==> config.mk <==
export PLATFORM = sky130hd
export DESIGN_NAME = bit_counter_param
export DESIGN_NICKNAME = d
export VERILOG_FILES = /design/src/rtl/bit_counter_pkg.sv /design/src/rtl/bit_counter_param_datapath.sv /design/src/rtl/bit_counter_param.sv
export SDC_FILE = /design/constraint.sdc
export NUM_CORES = 1
export LEC_CHECK = 0
export BUFFER_PORTS_ARGS = -buffer_cell sky130_fd_sc_hd__buf_2
export CORE_ASPECT_RATIO = 0.75
export CORE_MARGIN = 5
export CORE_UTILIZATION = 52
export CTS_CLUSTER_SIZE = 12
export DETAILED_ROUTE_END_ITERATION = 7
export GPL_TIMING_DRIVEN = 0
export PLACE_DENSITY = 0.73
export SYNTH_ARGS = -nofsm -noshare
export SYNTH_HDL_FRONTEND = slang
export SYNTH_HIERARCHICAL = 1
export SYNTH_SLANG_ARGS = --single-unit
==> constraint.sdc <==
create_clock -name clk -period 2.8 [get_ports clk]
set_input_delay 0.84 -clock clk [delete_from_list [all_inputs] [get_ports clk]]
set_output_delay 0.84 -clock clk [all_outputs]
set_load 0.02 [all_outputs]
==> src/rtl/bit_counter_pkg.sv <==
// Shared types for the parametrised bit counter: count modes, FSM states
// and the decode of the raw 2-bit mode input.
package bit_counter_pkg;

    typedef enum logic [1:0] {
        MODE_ONES  = 2'b00,
        MODE_ZEROS = 2'b01,
        MODE_TZ    = 2'b10
    } mode_t;

    typedef enum logic [1:0] {
        S_IDLE  = 2'b00,
        S_SHIFT = 2'b01,
        S_DONE  = 2'b10
    } state_t;

    // The unused encoding 2'b11 behaves exactly like a ones count.
    function automatic mode_t decode_mode(input logic [1:0] m);
        case (m)
            2'b01:   return MODE_ZEROS;
            2'b10:   return MODE_TZ;
            default: return MODE_ONES;
        endcase
    endfunction

endpackage

==> src/rtl/bit_counter_param_datapath.sv <==
// Shift/count datapath: holds the working operand and the running count.
// The controller decides when to load, shift and increment; the datapath
// only reports whether the operand is empty and what its LSB is.
module bit_counter_param_datapath #(
    parameter int WIDTH = 8,
    localparam int RW = $clog2(WIDTH + 1)
) (
    input  logic             clk,
    input  logic             reset,
    input  logic             load,
    input  logic             shift,
    input  logic             incr,
    input  logic             inv,
    input  logic [WIDTH-1:0] a,
    output logic             a_eq_0,
    output logic             a0,
    output logic [RW-1:0]    result
);

    logic [WIDTH-1:0] a_reg_q, a_reg_d;
    logic [RW-1:0]    result_q, result_d;

    // Next operand/count: load wins over shift; otherwise both are held.
    always_comb begin
        a_reg_d  = a_reg_q;
        result_d = result_q;
        if (load) begin
            a_reg_d  = inv ? ~a : a;
            result_d = '0;
        end else if (shift) begin
            a_reg_d = a_reg_q >> 1;
            if (incr) begin
                result_d = result_q + RW'(1);
            end
        end
    end

    // Operand and count registers with synchronous reset.
    always_ff @(posedge clk) begin
        if (reset) begin
            a_reg_q  <= '0;
            result_q <= '0;
        end else begin
            a_reg_q  <= a_reg_d;
            result_q <= result_d;
        end
    end

    assign a_eq_0 = (a_reg_q == '0);
    assign a0     = a_reg_q[0];
    assign result = result_q;

endmodule

==> src/rtl/bit_counter_param.sv <==
// Self-sequencing bit counter: counts ones, zeros or trailing zeros of a
// WIDTH-bit operand after a start handshake. The first cycle in S_SHIFT is
// an arm cycle that lets the freshly loaded operand settle before its
// status flags steer the count, which fixes the latency at (steps + 2).
module bit_counter_param
    import bit_counter_pkg::*;
#(
    parameter int WIDTH = 8,
    localparam int RW = $clog2(WIDTH + 1)
) (
    input  logic             clk,
    input  logic             reset,
    input  logic             start,
    input  logic [1:0]       mode,
    input  logic [WIDTH-1:0] A,
    output logic             busy,
    output logic             done,
    output logic [RW-1:0]    result
);

    state_t state_q, state_d;
    mode_t  mode_q, mode_d;
    logic   arm_q, arm_d;

    logic   load, shift, incr, inv;
    logic   a_eq_0, a0;
    mode_t  mode_in;

    assign mode_in = decode_mode(mode);

    // Next-state and datapath control; all controls default to idle.
    always_comb begin
        state_d = state_q;
        mode_d  = mode_q;
        arm_d   = arm_q;
        load    = 1'b0;
        shift   = 1'b0;
        incr    = 1'b0;
        inv     = 1'b0;
        case (state_q)
            S_IDLE: begin
                if (start) begin
                    load    = 1'b1;
                    inv     = (mode_in != MODE_ONES);
                    mode_d  = mode_in;
                    arm_d   = 1'b1;
                    state_d = S_SHIFT;
                end
            end
            S_SHIFT: begin
                if (arm_q) begin
                    arm_d = 1'b0;
                end else if (mode_q == MODE_TZ) begin
                    // Trailing zeros of A are trailing ones of ~A.
                    if (!a0) begin
                        state_d = S_DONE;
                    end else begin
                        shift = 1'b1;
                        incr  = 1'b1;
                    end
                end else begin
                    if (a_eq_0) begin
                        state_d = S_DONE;
                    end else begin
                        shift = 1'b1;
                        incr  = a0;
                    end
                end
            end
            S_DONE: begin
                if (!start) begin
                    state_d = S_IDLE;
                end
            end
            default: state_d = S_IDLE;
        endcase
    end

    // Controller registers with synchronous reset.
    always_ff @(posedge clk) begin
        if (reset) begin
            state_q <= S_IDLE;
            mode_q  <= MODE_ONES;
            arm_q   <= 1'b0;
        end else begin
            state_q <= state_d;
            mode_q  <= mode_d;
            arm_q   <= arm_d;
        end
    end

    bit_counter_param_datapath #(.WIDTH(WIDTH)) u_dp (
        .clk    (clk),
        .reset  (reset),
        .load   (load),
        .shift  (shift),
        .incr   (incr),
        .inv    (inv),
        .a      (A),
        .a_eq_0 (a_eq_0),
        .a0     (a0),
        .result (result)
    );

    assign busy = (state_q == S_SHIFT);
    assign done = (state_q == S_DONE);

endmodule

Yosys cells after proc, flatten, opt, wreduce, memory -nomap -nowiden
Index checks and enable logic that the tools add are counted.
Word-level totals
  bits in registers: 17
  output and inout bits: 6
  logic and storage cells: 53
Cells by class
  add/subtract/negate cells: 1
  equal/unequal tests: 10
  muxes and demuxes: 26
  bitwise gates (word level): 1
  reductions and logical operators: 10
Operators with widths (number)
  2-to-1 mux 8 bit: 3
  2-to-1 mux 1 bit: 14
  2-to-1 mux 2 bit: 6
  zero test 8 bit: 1
  inverter 8 bit: 1
  == test 2 bit, second input constant: 3
  != test 2 bit, second input constant: 3
  one-hot mux 2 bit (3 select lines): 1
  AND reduction 2 bit: 3
  nonzero test 2 bit: 3
  AND reduction 5 bit: 1
  adder 4 x 1 -> 4 bit, second input constant: 1
  == test 2 x 1 -> 1 bit, second input constant: 2
  one-hot mux 2 bit (2 select lines): 1
  != test 3 x 1 -> 1 bit, second input constant: 1
  != test 3 bit, second input constant: 1
  zero test 2 bit: 1
  one-hot mux 1 bit (2 select lines): 1
  OR reduction 2 bit: 1

Depth between registers and ports, before layout
  depth after elaboration: 7
  gate-level depth with buffers: 8
  gate-level depth less buffers: 7

Hierarchy
Netlist, hierarchy kept.
By module, submodules not included
  bit_counter_param_datapath: times used 1, cells each 65, area each 610.6 um^2, sequential area each 240.2 um^2
  bit_counter_param: times used 1, cells each 31, area each 307.8 um^2, sequential area each 100.1 um^2

Worst setup path after synthesis
No wires, ideal clock.
  path type: flip-flop to flip-flop
  start: register mode_q[0]
  end: register u_dp.result_q[3], in the netlist u_dp/result[3]
  setup time: 0.086 ns
  data arrival time: 1.910 ns
  data required time: 2.714 ns
  setup slack: 0.805 ns
  stages on the path, launching flop included: 7
  buffers on the path: 0
  clock period less this slack: 1.995 ns
  path through: dfxtp_1 > nand2b_1 > mux2_4 > nor3_1 > nand2_2 > or3_1 > a211oi_1
On the way
  longest elaborated chain between the ends: 5
  elaborated cells between the ends (all ways): 8
  classes of those cells: 1 x eq/ne; 6 x mux; 1 x reduce/logical
Ends and longest elaborated chain
  from (decl): line bit_counter_param.sv:22  | mode_t mode_q, mode_d;
  from (signal assigned): line bit_counter_param.sv:87  | mode_q <= mode_d;
  == test 2 bit: line bit_counter_param.sv:53  | end else if (mode_q == MODE_TZ) begin
  2-to-1 mux 1 bit: line bit_counter_param.sv:53
  2-to-1 mux 1 bit: line bit_counter_param.sv:51  | if (arm_q) begin
  2-to-1 mux 1 bit: line bit_counter_param.sv:40  | case (state_q)
  net shift: line bit_counter_param.sv:25  | logic load, shift, incr, inv;
  AND reduction 2 bit (no source line)
  to (signal assigned): line bit_counter_param_datapath.sv:45  | result_q <= result_d;
  to (decl): line bit_counter_param_datapath.sv:21  | logic [RW-1:0] result_q, result_d;
The timed path passes the listed nets, and every way through them passes these cells.
A chain may end at the register's enable or synchronous reset.

Worst setup path after layout
  start: register u_dp.a_reg_q[7]
  end: register u_dp.a_reg_q[2]
On the way
  longest elaborated chain between the ends: 6
Ends and longest elaborated chain
  from (decl): line bit_counter_param_datapath.sv:20  | logic [WIDTH-1:0] a_reg_q, a_reg_d;
  from (signal assigned): line bit_counter_param_datapath.sv:44  | a_reg_q <= a_reg_d;
  zero test 8 bit: line bit_counter_param_datapath.sv:49  | assign a_eq_0 = (a_reg_q == '0);
  net a_eq_0: line bit_counter_param.sv:26  | logic a_eq_0, a0;
  2-to-1 mux 1 bit: line bit_counter_param.sv:62  | if (a_eq_0) begin
  2-to-1 mux 1 bit: line bit_counter_param.sv:53
  2-to-1 mux 1 bit: line bit_counter_param.sv:51
  2-to-1 mux 1 bit: line bit_counter_param.sv:40
  net shift: line bit_counter_param.sv:25
  nonzero test 2 bit (no source line)
The timed path passes the listed nets, and every way through them passes these cells.

==> results.ini <==
[drt]
wl_mm=1.88
wire_per_inst_um=13.4
drtPass1Iterations=4
drtIter0Drc=11
ant_nets=0
drc=0
routed-via-count=765
via_per_inst=5.46

[yosys]
ys_seq_area_share_pct=37.1
synth_nets=112
synth_edf_count=0
synth_seq_cells=17
synth_area_um2=918
synth_ff_type=dfxtp_1
ys.warnings.count=6
synth.distinct_cells=29
yosysTopAreaCellShare_pct=37.1
synthTopCellsByArea=dfxtp_1 (37%), a211oi_1 (12%), xnor2_1 (6.7%)
synth-async-reset-ratio_pct=0
synthCells=96
synth_top_cell_by_area=dfxtp_1
postSynthAreaPerCell_um2=9.57

[critical_path]
slowest_stage=nor3_1
rr_startpoint=u_dp/a_reg_q[7]
worstPathMaxFanout=10
r2r_setup_slack_ns=0.46
crit_chain=or4_1 -> nor2_1 -> mux2_4 -> nor3_1 -> buf_2 -> nor2b_1 -> a211oi_1 -> a211oi_1
cp-start-kind=flop
crit_path_start=u_dp/a_reg_q[7]
critical-path-max-stage-delay_ns=0.62
required_ns=2.96
path_class=flop to flop
critPathCaptureType=flop
timing.rr.end=u_dp/a_reg_q[2]
worst-r2r-cell-count=8
cp_num_buf_inv=1
crit_family=simple AND/OR/NAND/NOR gates
worstPathArrival_ns=2.50
crit_top_cell=a211oi_1

[timing]
setup_tns_ns=0
rsz0062_at_grt=false
max_slew_margin_pct=46.6
fin_crit_sh_pct=83.7
drv_slew=0
finClkSkew_ns=0.00769
max_freq_ghz=0.427
worst_pin_slew_ns=0.795
setup_viol=0
min_period_ns=2.34
hold_viol_final=0

[run]
cap_violations=0

[cts]
clk_latency_ns=0.29
cts_buffer_depth=2
cts_resized=0
tritoncts=built
clk_pin_slew_ns=0.10
cts_made_buffers=3
cts_hold_buf=0
cts_setup_buffers=0
cts_sinks=17
cts-htree-levels=1
cts_root_buf=clkbuf_4

[floorplan]
die_area_mm2=0.00272
dieHeight_um=46.4
initial_utilization_pct=53.8
core_area_mm2=0.00171
io_pins=19
die_w_um=58.5
placementRows=13

[global_routing]
grt_pass1_wl_mm=3.08
antenna_found_initial=0
grtUsageTotal_pct=15.2
overflow=0
grt_pass1_vias=728
grt_max_degree=11

[hold_path]
holdPathEnd=mode_q[1]
worstHoldPathType=flop to flop
min_from=mode_q[1]
min_path_cells=2

[placed_design]
hpwl_mm=1.37
portBuffers=18
gp_congestion=0.777
placed_area_mm2=0.00104

[cells_and_area]
fin_nets=135
drive_gt1_share_pct=26.3
fillCellCount=161
fin_area_mm2=0.00106
num_antenna_cells=0
syn_to_final_growth_pct=15.7

[power_and_ir_drop]
p_leak_nw=0.463
ir_drop_uv=498
p_per_area_mw_per_mm2=561

[outcome]
status=finished, final reports clean

[cell families after synthesis]
| group | synth area share, % |
|---|---|
| simple gates | 22.8 |
| compound gates | 17.7 |
| flops | 37.1 |
| xor+xnor | 9.54 |
| buf+inv | 3.95 |
| mux | 4.90 |
| fa+ha+maj | 4.09 |
[area by class of cell]
type / instances / area [um2] / share of cell area, %
sequential: 17 / 340 / 32.0
buffer: 5 / 21.3 / 2.00
inverter: 4 / 15.0 / 1.41
multi-input combinational: 70 / 542 / 51.0
timing repair buffer: 18 / 90.1 / 8.48
tap: 22 / 27.5 / 2.59
clock buffer: 4 / 26.3 / 2.47
[worst register-to-register path: cells and delay by family, from the launching register on]
family                 cells  cell delay (ns)
AND/OR/NAND/NOR            4             0.89
multiplexers               1             0.28
buffers and inverters      1             0.35
AO/OA/AOI/OAI              2             0.31
flip-flops                 1             0.39
[sequential cells by signal, indices dropped and copies added, names as in the netlist]
register and cells:
mode_q 2, arm_q 1, u_dp/a_reg_q 8, u_dp/result 4, state_q 2
[worst max path at each step]
stage	end	depth (start not counted)	slack (ns)
after global routing	u_dp/result[3]	7	0.31
after global placement	u_dp/result[3]	6	0.54
final	u_dp/a_reg_q[2]	8	0.46
after floorplan	u_dp/result[3]	6	0.80
after CTS	u_dp/result[3]	6	0.49
after detailed placement	u_dp/result[3]	6	0.52
[layout by cell type, fill, tap and decap left out]
cell type / Yosys / final
inv_1: 4 / 4
nor3b_4: 1 / 1
or4_1: 2 / 2
ha_1: 3 / 3
nor3_1: 5 / 5
nand2b_2: 1 / 1
buf_2: 2 / 20
and2b_1: 4 / 4
a21oi_1: 2 / 2
a2111oi_2: 1 / 1
a21o_1: 1 / 1
mux2_4: 1 / 1
mux2i_1: 3 / 3
nor2b_1: 5 / 5
nor3b_1: 1 / 1
nand3_1: 2 / 2
nand2b_1: 1 / 1
dfxtp_1: 17 / 17
and2b_2: 1 / 1
clkbuf_4: 0 / 3
and4bb_2: 1 / 1
nand2_2: 1 / 1
o21ai_0: 1 / 1
clkbuf_1: 3 / 4
a211oi_2: 1 / 1
xnor2_1: 7 / 7
a211oi_1: 15 / 15
nor2_1: 6 / 6
or3_1: 1 / 1
xor2_1: 3 / 3
[per-stage QoR]
step | total power [mW] | utilization [%] | setup slack, ns | hold WS [ns] | instances
3_3_place_gp | 0.458 | 60.7 | 0.537 | 0.475 | 136
2_1_floorplan | 0.422 | - | 0.805 | 0.451 | 96
6_report | 0.596 | 62.2 | 0.456 | 0.511 | 140
4_1_cts | 0.597 | 62.2 | 0.495 | 0.519 | 140
3_5_place_dp | 0.466 | 60.7 | 0.516 | 0.489 | 136
5_1_grt | 0.632 | 62.2 | 0.307 | 0.555 | 140
[per-layer routing]
metal	GRT usage, %	part of all wire [%]	vias to the layer above
li1	-	-	391
met1	17.7	46	343
met2	26.3	46	25
met3	6.44	7.5	6
met4	3.24	1.1	0
met5	0	0	-
[where the power goes]
group / internal (mW) / switching, mW
logic: 0.0806 / 0.0955
clock network: 0.0554 / 0.0773
registers: 0.266 / 0.0214
total: 0.402 / 0.194
[synth_stat cells, types with 2 or more instances]
cell,n
dfxtp_1,17
a211oi_1,15
xnor2_1,7
nor2_1,6
nor2b_1,5
nor3_1,5
and2b_1,4
inv_1,4
clkbuf_1,3
ha_1,3
mux2i_1,3
xor2_1,3
a21oi_1,2
buf_2,2
nand3_1,2
or4_1,2
(Power assumes the default switching activity.)
